File: config.mk
export PLATFORM = sky130hd
export DESIGN_NAME = control_sequencer
export DESIGN_NICKNAME = d
export VERILOG_FILES = /design/src/rtl/control_sequencer.sv
export SDC_FILE = /design/constraint.sdc
export NUM_CORES = 1
export LEC_CHECK = 0
export CORE_AREA = 4 4 41 43
export CTS_CLUSTER_SIZE = 28
export DETAILED_ROUTE_END_ITERATION = 10
export DIE_AREA = 0 0 45 47
export DONT_BUFFER_PORTS = 1
export GPL_TIMING_DRIVEN = 0
export SETUP_SLACK_MARGIN = 0.05
export SLEW_MARGIN = 5
export SYNTH_ARGS = -nofsm -noshare
export SYNTH_HDL_FRONTEND = slang
export SYNTH_SLANG_ARGS = --single-unit
File: constraint.sdc
create_clock -name clk -period 1.9 [get_ports clk]
set_clock_uncertainty 0.15 [all_clocks]
set_input_delay 0.38 -clock clk [delete_from_list [all_inputs] [get_ports clk]]
set_output_delay 0.38 -clock clk [all_outputs]
set_load 0.1 [all_outputs]
File: src/rtl/control_sequencer.sv
// -----------------------------------------------------------------------------
// control_sequencer
//
// Multi-cycle sequencing FSM for the 8-bit pipeline. It sits between the
// instruction register and the fetch/stack/flags datapath and owns the
// two-byte fetch, the LOOP decision, vectored prioritised interrupt entry,
// RTI exit and the hazard-stall hold. Per-opcode ALU and register-file decode
// is done elsewhere.
//
// Parameters
//   DATA_W    instruction / address / vector width (opcode in [7:4], ra [3:2])
//   INT_N     number of interrupt request lines, index 0 = highest priority
//   VEC_BASE  memory address of line 0's vector; line k uses VEC_BASE+k
//
// Ports
//   clk            in   rising-edge clock
//   rst            in   asynchronous reset, active-low
//   instruction    in   current IR
//   stall          in   hazard-unit hold request
//   irq            in   interrupt requests, rising-edge sensitive
//   loop_zero      in   ALU reports R[ra]-1 == 0
//   ir_write, imm_write, pc_write                      out
//   pc_src         out  0: PC+1, 2: branch (Rb), 3: stack, 5: memory vector
//   mem_read, mem_write                                out
//   mem_src        out  0: PC, 2: SP, 3: vector address
//   stack_push, stack_pop, save_flags, restore_flags, flush   out
//   vec_addr       out  VEC_BASE + active interrupt index
//   int_ack        out  one-hot, single-cycle acknowledge
//   in_isr         out  interrupt service in progress
//   state          out  encoded FSM state (debug)
//
// Configuration macro
//   CU_NESTED_INT_EN  when defined, a strictly higher-priority line may
//                     preempt a running handler (two levels deep). When
//                     undefined, every line is masked while in_isr=1.
//
// All outputs are combinational from the registered state and the inputs.
// -----------------------------------------------------------------------------
module control_sequencer #(
    parameter int DATA_W   = 8,
    parameter int INT_N    = 2,
    parameter int VEC_BASE = 1
) (
    input  logic              clk,
    input  logic              rst,
    input  logic [DATA_W-1:0] instruction,
    input  logic              stall,
    input  logic [INT_N-1:0]  irq,
    input  logic              loop_zero,
    output logic              ir_write,
    output logic              imm_write,
    output logic              pc_write,
    output logic [2:0]        pc_src,
    output logic              mem_read,
    output logic              mem_write,
    output logic [1:0]        mem_src,
    output logic              stack_push,
    output logic              stack_pop,
    output logic              save_flags,
    output logic              restore_flags,
    output logic              flush,
    output logic [DATA_W-1:0] vec_addr,
    output logic [INT_N-1:0]  int_ack,
    output logic              in_isr,
    output logic [2:0]        state
);

    localparam int IDX_W = (INT_N > 1) ? $clog2(INT_N) : 1;

    localparam logic [3:0] OP_LOOP = 4'd10;
    localparam logic [3:0] OP_RTI  = 4'd11;
    localparam logic [3:0] OP_LDM  = 4'd12;
    localparam logic [3:0] OP_LDI  = 4'd13;
    localparam logic [3:0] OP_STI  = 4'd14;
    localparam logic [1:0] RA_RTI  = 2'd3;

    localparam logic [2:0] PCS_INC    = 3'd0;
    localparam logic [2:0] PCS_BRANCH = 3'd2;
    localparam logic [2:0] PCS_STACK  = 3'd3;
    localparam logic [2:0] PCS_VECTOR = 3'd5;

    localparam logic [1:0] MS_PC  = 2'd0;
    localparam logic [1:0] MS_SP  = 2'd2;
    localparam logic [1:0] MS_VEC = 2'd3;

    typedef enum logic [2:0] {
        S_IDLE        = 3'd0,
        S_FETCH2      = 3'd1,
        S_LOOP_DECIDE = 3'd2,
        S_INT_PUSH    = 3'd3,
        S_INT_VEC     = 3'd4,
        S_RTI_POP     = 3'd5,
        S_RTI_RESTORE = 3'd6
    } state_t;

    state_t           r_state;
    logic [INT_N-1:0] r_irq_d;
    logic [INT_N-1:0] r_pend;
    logic [IDX_W-1:0] r_act_idx;

`ifdef CU_NESTED_INT_EN
    logic [1:0]       r_depth;
    logic [IDX_W-1:0] r_idx_stk [2];
`else
    logic             r_in_isr;
`endif

    logic [3:0]       w_opcode;
    logic [1:0]       w_ra;
    logic             w_two_byte;
    logic             w_is_loop;
    logic             w_is_rti;
    logic [INT_N-1:0] w_mask;
    logic [INT_N-1:0] w_req;
    logic             w_win_valid;
    logic [IDX_W-1:0] w_win_idx;
    logic             w_unused_bits;

    assign w_opcode      = instruction[7:4];
    assign w_ra          = instruction[3:2];
    assign w_two_byte    = (w_opcode == OP_LDM) || (w_opcode == OP_LDI) ||
                           (w_opcode == OP_STI);
    assign w_is_loop     = (w_opcode == OP_LOOP);
    assign w_is_rti      = (w_opcode == OP_RTI) && (w_ra == RA_RTI);
    // The remaining IR bits belong to the decoder, not to sequencing.
    assign w_unused_bits = ^instruction;

    assign state    = r_state;
    assign vec_addr = DATA_W'(VEC_BASE) + DATA_W'(r_act_idx);

`ifdef CU_NESTED_INT_EN
    assign in_isr = (r_depth != 2'd0);
`else
    assign in_isr = r_in_isr;
`endif

    // Interrupt mask: which pending lines are currently not eligible.
    always_comb begin
        w_mask = '0;
`ifdef CU_NESTED_INT_EN
        if (r_depth == 2'd2) begin
            w_mask = '1;
        end else if (r_depth == 2'd1) begin
            // Only strictly higher-priority (lower index) lines may preempt.
            for (int k = 0; k < INT_N; k++) begin
                w_mask[k] = (IDX_W'(k) >= r_act_idx);
            end
        end else begin
            w_mask = '0;
        end
`else
        if (r_in_isr) begin
            w_mask = '1;
        end else begin
            w_mask = '0;
        end
`endif
    end

    assign w_req       = r_pend & ~w_mask;
    assign w_win_valid = |w_req;

    // Priority encoder: scanning downwards leaves the lowest set index.
    always_comb begin
        w_win_idx = '0;
        for (int k = INT_N - 1; k >= 0; k--) begin
            if (w_req[k]) begin
                w_win_idx = IDX_W'(k);
            end else begin
                w_win_idx = w_win_idx;
            end
        end
    end

    // Control outputs decoded from the current state and inputs.
    always_comb begin
        ir_write      = 1'b0;
        imm_write     = 1'b0;
        pc_write      = 1'b0;
        pc_src        = PCS_INC;
        mem_read      = 1'b0;
        mem_write     = 1'b0;
        mem_src       = MS_PC;
        stack_push    = 1'b0;
        stack_pop     = 1'b0;
        save_flags    = 1'b0;
        restore_flags = 1'b0;
        flush         = 1'b0;
        int_ack       = '0;
        case (r_state)
            S_IDLE: begin
                ir_write = 1'b1;
                mem_read = 1'b1;
                pc_write = 1'b1;
                if (stall) begin
                    ir_write = 1'b0;
                    pc_write = 1'b0;
                end else if (w_win_valid) begin
                    // Drop the fetched IR; it re-executes after RTI.
                    flush    = 1'b1;
                    ir_write = 1'b0;
                    pc_write = 1'b0;
                end else if (w_is_loop || w_is_rti) begin
                    pc_write = 1'b0;
                end else begin
                    pc_write = 1'b1;
                end
            end
            S_FETCH2: begin
                mem_read = 1'b1;
                mem_src  = MS_PC;
                pc_src   = PCS_INC;
                if (stall) begin
                    imm_write = 1'b0;
                    pc_write  = 1'b0;
                end else begin
                    imm_write = 1'b1;
                    pc_write  = 1'b1;
                end
            end
            S_LOOP_DECIDE: begin
                pc_write = 1'b1;
                if (loop_zero) begin
                    pc_src = PCS_INC;
                end else begin
                    pc_src = PCS_BRANCH;
                    flush  = 1'b1;
                end
            end
            S_INT_PUSH: begin
                stack_push = 1'b1;
                mem_write  = 1'b1;
                mem_src    = MS_SP;
                save_flags = 1'b1;
                flush      = 1'b1;
                int_ack    = INT_N'(1'b1) << w_win_idx;
            end
            S_INT_VEC: begin
                mem_read = 1'b1;
                mem_src  = MS_VEC;
                pc_write = 1'b1;
                pc_src   = PCS_VECTOR;
                flush    = 1'b1;
            end
            S_RTI_POP: begin
                stack_pop = 1'b1;
                mem_read  = 1'b1;
                mem_src   = MS_SP;
                pc_write  = 1'b1;
                pc_src    = PCS_STACK;
            end
            S_RTI_RESTORE: begin
                restore_flags = 1'b1;
                flush         = 1'b1;
            end
            default: begin
                ir_write = 1'b0;
            end
        endcase
    end

    // Edge detector and pending latch; a new edge beats a same-cycle ack.
    always_ff @(posedge clk or negedge rst) begin
        if (!rst) begin
            r_irq_d <= '0;
            r_pend  <= '0;
        end else begin
            r_irq_d <= irq;
            r_pend  <= (r_pend & ~int_ack) | (irq & ~r_irq_d);
        end
    end

    // Sequencer state, active interrupt index and ISR nesting bookkeeping.
    always_ff @(posedge clk or negedge rst) begin
        if (!rst) begin
            r_state   <= S_IDLE;
            r_act_idx <= '0;
`ifdef CU_NESTED_INT_EN
            r_depth      <= 2'd0;
            r_idx_stk[0] <= '0;
            r_idx_stk[1] <= '0;
`else
            r_in_isr  <= 1'b0;
`endif
        end else begin
            case (r_state)
                S_IDLE: begin
                    if (stall) begin
                        r_state <= S_IDLE;
                    end else if (w_win_valid) begin
                        r_state <= S_INT_PUSH;
                    end else if (w_two_byte) begin
                        r_state <= S_FETCH2;
                    end else if (w_is_loop) begin
                        r_state <= S_LOOP_DECIDE;
                    end else if (w_is_rti) begin
                        r_state <= S_RTI_POP;
                    end else begin
                        r_state <= S_IDLE;
                    end
                end
                S_FETCH2: begin
                    if (stall) begin
                        r_state <= S_FETCH2;
                    end else begin
                        r_state <= S_IDLE;
                    end
                end
                S_LOOP_DECIDE: begin
                    r_state <= S_IDLE;
                end
                S_INT_PUSH: begin
                    r_act_idx <= w_win_idx;
`ifdef CU_NESTED_INT_EN
                    // Depth 0 saves into slot 0, depth 1 into slot 1.
                    r_idx_stk[r_depth[0]] <= r_act_idx;
                    r_depth               <= r_depth + 2'd1;
`else
                    r_in_isr  <= 1'b1;
`endif
                    r_state   <= S_INT_VEC;
                end
                S_INT_VEC: begin
                    r_state <= S_IDLE;
                end
                S_RTI_POP: begin
                    r_state <= S_RTI_RESTORE;
                end
                S_RTI_RESTORE: begin
`ifdef CU_NESTED_INT_EN
                    // Depth 1 restores slot 0, depth 2 restores slot 1.
                    if (r_depth != 2'd0) begin
                        r_act_idx <= r_idx_stk[r_depth[1]];
                        r_depth   <= r_depth - 2'd1;
                    end else begin
                        r_depth   <= 2'd0;
                    end
`else
                    r_in_isr <= 1'b0;
`endif
                    r_state <= S_IDLE;
                end
                default: begin
                    r_state <= S_IDLE;
                end
            endcase
        end
    end

endmodule
Word-level counts from Yosys, hierarchy flattened
Index checks and enable logic that the tools add are counted.
{ "totals": {"register_bits": 9, "input_bits": 14, "out_inout_bits": 29, "word_cells": 69} }
{ "op_classes": {"addsub": 1, "eq_ne": 12, "shifts": 1, "muxes": 32, "n_bitwise": 7, "n_reduce_logical": 11} }
{ "ops": {"columns": ["operator", "count"], "rows": [
  ["== test 4 bit, second input constant", 5],
  ["two-way mux 1 bit", 18],
  ["two-way mux 3 bit", 5],
  ["one-hot mux 3 bit (4 select lines)", 1],
  ["== test 3 bit, second input constant", 3],
  ["one-hot mux 3 bit (3 select lines)", 1],
  ["bitwise AND 2 bit", 3],
  ["== test 3 x 2 -> 1 bit, second input constant", 2],
  ["two-way mux 2 bit", 3],
  ["NOT 2 bit", 3],
  ["one-hot mux 1 bit (3 select lines)", 2],
  ["OR reduction 3 bit", 2],
  ["one-hot mux 2 bit (2 select lines)", 1],
  ["OR reduction 2 bit", 2],
  ["OR reduction 4 bit", 1],
  ["== test 3 x 1 -> 1 bit, second input constant", 1],
  ["logical NOT 3 bit", 1],
  ["logical OR 1 bit", 3],
  ["adder 1 x 1 -> 2 bit, first input constant", 1],
  ["== test 2 bit, second input constant", 1],
  ["bitwise OR 2 bit", 1],
  ["one-hot mux 1 bit (2 select lines)", 1],
  ["nonzero test 2 bit", 1],
  ["<< shifter 1 x 1 -> 2 bit, first input constant", 1],
  ["logical AND 1 bit", 1]
]} }

Depth between registers and ports, before layout
Gate-level depths: netlist of run 1.
{ "logic_depth": {"depth_word": 10, "depth_mapped": 7, "mapped_depth_nobuf": 6} }

Worst setup path before layout of run 1
OpenSTA, ideal clock, no wires.
{ "synth_timing": {"path_kind": "register to output", "startpoint": "reg r_state[0], in the netlist state[0]", "endpoint": "out imm_write", "arrival_ns": 4.195, "t_required_ns": 1.370, "path_slack_ns": -2.825, "path_stages_with_launch": 4, "n_path_buf": 1, "cell_sequence": "dfrtp_1 -> buf_4 -> inv_1 -> nor4_1"} }
{ "synth_between": {"elab_chain_len": 2} }
{ "synth_lines": {"columns": ["item", "line_no", "rtl"], "rows": [
  ["start: declaration", "96", "state_t r_state;"],
  ["start signal: assignment", "276", "r_state <= S_IDLE;"],
  ["start signal: assignment", "289", "r_state <= S_IDLE;"],
  ["start signal: assignment", "291", "r_state <= S_INT_PUSH;"],
  ["== test 3 x 1 -> 1 bit", "190", "case (r_state)"],
  ["two-way mux 1 bit", "190", null],
  ["end: declaration", "51", "output logic imm_write,"]
]} }
Every way passes these cells.

Worst setup path after layout of run 1
{ "layout_timing": {"startpoint": "reg r_state[1], in the netlist state[1]", "endpoint": "out stack_pop"} }
{ "layout_between": {"elab_chain_len": 2} }
{ "layout_lines": {"columns": ["item", "line_no", "rtl"], "rows": [
  ["== test 3 bit", "190", null],
  ["two-way mux 1 bit", "190", null],
  ["end: declaration", "58", "output logic stack_pop,"]
]} }
Every way passes these cells.

==> out/metrics.cfg, run 1 <==
[status]
status = finished, violations left
violations = setup timing

[layout]
drive_gt1_share_pct = 52.4
areaGrowthSynthToFinish_pct = 78.0
n_antenna_cell = 0
fin_area_um2 = 1100
nets = 120
final_cells = 120

[timing]
period_needed_ns = 2.83
hold_ws_ns = 0.102
drv_slew = 0
relSlewSlack_pct = 10.3
max_freq_ghz = 0.353
finalSetupViolCount = 22
grt_setup_unrepaired = yes
hold_viol = 0
finalWorstSetupSlack_ns = -0.932
tightest_slew_ns = 1.33
post-route-period-util_pct = 149

[clocking]
root_buffer = clkbuf_4
cts_max_level = 1
clk_latency_ns = 0.26
cts_tree = yes
clk_pin_slew_ns = 0.06
cts_num_sinks = 9
clk_path_buf_depth = 2
cts_buffers = 3

[setup_path]
crit_path_frequent_cell = clkinvlp_4
slowest_delay_ns = 0.69
worstSetupEndpointType = primary output
path_class = flop to primary output
worstPathMaxFanout = 7
worst_setup_path_start_kind = flop
crit_chain = inv_12 > nand2_8 > clkinvlp_4 > nand2_4 > clkinvlp_4
reg2reg_slack_ns = -0.57
cp.required_ns = 1.37
cp.arrival_ns = 2.30
cp_slowest_cell = dfrtp_4

[grt]
grt_usage_pct = 20.2
overflow = 0
grt_pass1_wl_mm = 2.99
grt_max_degree = 10
grt_pass1_vias = 638
antenna_found_initial = 0

[place]
portBuffers = 0
place_area_um2 = 851
place_congestion = 0.757
dp_hpwl_mm = 1.14
dp.cells = 98

[logic_synthesis]
syn_area_um2 = 616
ys_seq_area_share_pct = 36.6
avgSynthCellArea_um2 = 7.89
yosysWarnings = 0
yosysTopAreaCell = dfrtp_1
async_flop_share_pct = 100
synth_area_leaders = dfrtp_1 37%, buf_4 13%, nand2_1 6.7%
synth_ff_type = dfrtp_1
synthesis.instances = 78
synthTopCellsByCount = 11 x buf_4, 11 x nand2_1, 9 x dfrtp_1, 9 x nor2_1
synth_cell_types = 29
ys_ff_latch = 9
yosys.area.top_type_share_pct = 36.6
synth_edf_count = 0

[floorplanning]
dieArea_um2 = 2120
io_pins = 43
die_h_um = 47
die_w_um = 45
initial_utilization_pct = 47.3
rows = 13
core_area_um2 = 1300

[drt]
drt_iter0_markers = 5
totalWireLength_mm = 1.84
vias = 644
detail-route-antenna-nets = 0
wl_per_cell_um = 15.4
drtPass1Iterations = 3
drc = 0
via_per_inst = 5.37

[job]
maxCapViolations = 0

[min_path]
hp-class = input port to flop

==> critical path, delay by kind of cell, from the launching register on <==
kind	cells	cell delay (ns)
buffers and inverters	3	1.01
DFF	1	0.69
and+or+nand+nor	2	0.33
==> registers in the layout, summed over array words and instances, names as in the netlist <==
name       count
state          3
r_pend         2
r_act_idx      1
in_isr         1
r_irq_d        2
==> cell type report <==
cell class                 instances  area (um^2)
buffer                            12          158
clock buffer                       4         26.3
fill                              74          205
inverter                           8         65.1
multi-input combinational         54          422
sequential                         9          238
tap                               15         18.8
timing repair buffer              18          169
==> per-layer routing <==
| layer | up-vias | GRT usage (%) | wire [um] |
|---|---|---|---|
| met4 | 0 | 7.02 | 21 |
| met3 | 7 | 8.81 | 234 |
| li1 | 297 | - | - |
| met2 | 35 | 33.1 | 931 |
| met1 | 305 | 23.8 | 657 |
| met5 | - | 0 | 0 |
==> cells by family after synthesis <==
family | count (synthesis) | share of synthesized area, %
AO/OA/AOI/OAI | 17 | 17.5
buffers and inverters | 20 | 19.1
flip-flops | 9 | 36.6
other | 1 | 0.609
AND/OR/NAND/NOR | 31 | 26.2
==> per-stage QoR <==
stage / setup slack (ns) / util [%] / setup TNS, ns
after global placement: -0.703 / 65.4 / -6.77
final: -0.932 / 84.2 / -12.00
after detailed placement: -0.711 / 65.4 / -6.88
after global routing: -0.978 / 84.2 / -13.06
after CTS: -0.950 / 80.3 / -11.97
after floorplan: -0.643 / - / -5.81
==> worst paths after layout <==
path,cells past startpoint,start,to
setup / recovery,5,state[1],stack_pop
hold / removal,2,irq[0],r_pend[0]
setup reg to reg,5,state[2],state[2]
hold reg to reg,1,r_irq_d[0],r_pend[0]
max in group asynchronous,1,rst,state[1]
min in group asynchronous,1,rst,r_act_idx
==> what timing repair did <==
action / CTS / global route
hold endpoints to repair: 11 / 0
endpoints found under the setup margin: 21 / 23
setup buffers: 12 / 4
hold buffers: 3 / 0
pin swaps: 8 / 8
resized for setup: 9 / 8
==> cells in the final DEF, fill, tap and decap left out, drive strengths merged <==
master / instances
a21boi: 1
a21o: 1
a21oi: 4
a22o: 1
a311oi: 1
and2: 1
and3: 1
buf: 26
clkbuf: 5
clkinv: 1
clkinvlp: 2
conb: 6
dfrtp: 9
dlygate4sd3: 3
inv: 5
nand2: 11
nand3: 1
nand3b: 1
nor2: 10
nor2b: 1
nor4: 1
o21ai: 6
o21bai: 1
o31a: 1
o32ai: 1
or2b: 1
or3: 1
or4: 2
Power of run 1 is left out: the tool's default activity adds up to more than one toggle a clock period on the data nets, which glitch-free logic cannot reach.
==> run 2, diff against run 1 <==
Clock period 1.9 ns to 3.1 ns, I/O delays scaled along.
==> run 2 against run 1 <==
The run still ends with setup timing left; cell area decreased by 22%; worst hold slack improved by 0.14 ns; non-clock buffer count fell by 13; first-iteration DRC count did not move; cell count shrank 11%; global-route usage down 6.4 points; register-to-register slack better by 1.3 ns; die area did not move; sequential share of layout area up 6.0 points; critical path depth stayed put; worst setup slack better by 0.92 ns; utilization is 18 points lower; critical path type unchanged; largest cell class unchanged.
==> out/metrics.cfg, run 2 (synthesis results as in run 1) <==
[drt]
drt_iter0_markers = 5  ; unchanged
wl_per_cell_um = 13.5  ; -12%
drc = 0  ; unchanged
totalWireLength_mm = 1.44  ; -22%
drtPass1Iterations = 4  ; +1
via_per_inst = 5.16  ; -3.9%
vias = 552  ; -14%
detail-route-antenna-nets = 0  ; unchanged

[clocking]
clk_path_buf_depth = 2  ; unchanged
cts_max_level = 1  ; unchanged
clk_latency_ns = 0.25  ; about the same
root_buffer = clkbuf_4
cts_num_sinks = 9  ; unchanged
clk_pin_slew_ns = 0.06  ; about the same
cts_buffers = 3  ; unchanged
cts_tree = yes

[setup_path]
cp.required_ns = 2.33  ; +0.96 ns
worstPathMaxFanout = 7  ; unchanged
slowest_delay_ns = 0.66  ; -0.03 ns
crit_chain = inv_8 > nand2_4 > clkinvlp_4 > nand2_4 > clkinvlp_4
worstSetupEndpointType = primary output
path_class = flop to primary output
cp_slowest_cell = dfrtp_4
cp.arrival_ns = 2.35  ; +0.05 ns
worst_setup_path_start_kind = flop

[grt]
grt_pass1_wl_mm = 2.06  ; -31%
antenna_found_initial = 0  ; unchanged
grt_pass1_vias = 492  ; -23%
grt_usage_pct = 13.9  ; -6.4 points
overflow = 0  ; unchanged
grt_max_degree = 11  ; +1

[layout]
drive_gt1_share_pct = 43.5  ; -8.9 points
areaGrowthSynthToFinish_pct = 39.6
mostFrequentLayoutCell = buf_4
fin_area_um2 = 860  ; -22%
final_cells = 107  ; -11%
fill_cells = 116  ; +57%
final_cell_mix = 13 x buf_4, 8 x nor2_1, 7 x nand2_1
nets = 107  ; -11%
largest_reg_flops = 3  ; unchanged
n_antenna_cell = 0  ; unchanged

[timing]
period_needed_ns = 3.12
grt_setup_unrepaired = yes
fin_tns_setup_ns = -0.0164  ; +11.98 ns
relSlewSlack_pct = 11.1  ; +0.74 points
hold_viol = 0  ; unchanged
hold_ws_ns = 0.245  ; +0.144 ns
finalSetupViolCount = 1  ; -95%
post-route-period-util_pct = 101
finalWorstSetupSlack_ns = -0.0164  ; +0.916 ns
tightest_slew_ns = 1.32  ; -0.0110 ns
drv_slew = 0  ; unchanged
max_freq_ghz = 0.321

[place]
place_area_um2 = 709  ; -17%
portBuffers = 0  ; unchanged
place_congestion = 0.653  ; -14%
dp_hpwl_mm = 1.09  ; -4.8%
dp.cells = 98  ; unchanged

[floorplanning]
core_area_um2 = 1300  ; unchanged
rows = 13  ; unchanged
die_h_um = 47  ; unchanged
die_w_um = 45  ; unchanged
initial_utilization_pct = 47.3  ; unchanged
io_pins = 43  ; unchanged
dieArea_um2 = 2120  ; unchanged

[status]
status = finished, violations left
violations = setup timing

[job]
maxCapViolations = 0  ; unchanged

[min_path]
hp-class = input port to flop

-- run 2: layout make-up --
class	instances	area, um^2	share of cell area, %
clock buffers	4	26.3	3.06
inverters	8	57.6	6.70
plain buffers	12	105	12.2
flip-flops and latches	9	238	27.7
well taps	15	18.8	2.18
repair buffers	5	37.5	4.37
multi-input cells	54	377	43.8
-- run 2: worst max-delay path, delay by kind of cell (launching register included) --
family / cells / cell delay, ns
simple gates: 2 / 0.38
buf+inv: 3 / 1.03
flops: 1 / 0.66
-- run 2: path summary, 6_finish.rpt --
check	end	cells after the start	slack (ns)	start
worst min register to register	r_pend[0]	1	0.26	r_irq_d[0]
max in group asynchronous	state[0]	1	1.90	rst
worst max-delay path	stack_pop	5	-0.02	state[1]
worst max register to register	state[2]	4	0.72	state[1]
min in group asynchronous	state[2]	1	0.58	rst
worst min-delay path	r_irq_d[1]	0	0.25	irq[1]
-- run 2: through the flow --
stage,utilization (%),setup WS [ns]
after detailed placement,54.5,-0.159
after global routing,66.1,-0.0792
final,66.1,-0.0164
after CTS,64.0,-0.0448
after floorplan,-,-0.0314
after global placement,54.5,-0.159
-- run 2: repair_timing --
| action | CTS | global route |
|---|---|---|
| hold endpoints to repair | 9 | 0 |
| pin swaps | 3 | 2 |
| endpoints found under the setup margin | 12 | 5 |
| hold buffers | 1 | 0 |
| setup buffers | 2 | 2 |
| resized for setup | 20 | 5 |
-- run 2: layer usage --
metal	vias up	share of wire, %	track usage (%)
li1	272	-	-
met1	241	38	16.8
met2	39	45	21.2
met3	0	17	9.20
met4	0	0	1.75
met5	-	0	0
Power of run 2 is left out for the same reason.
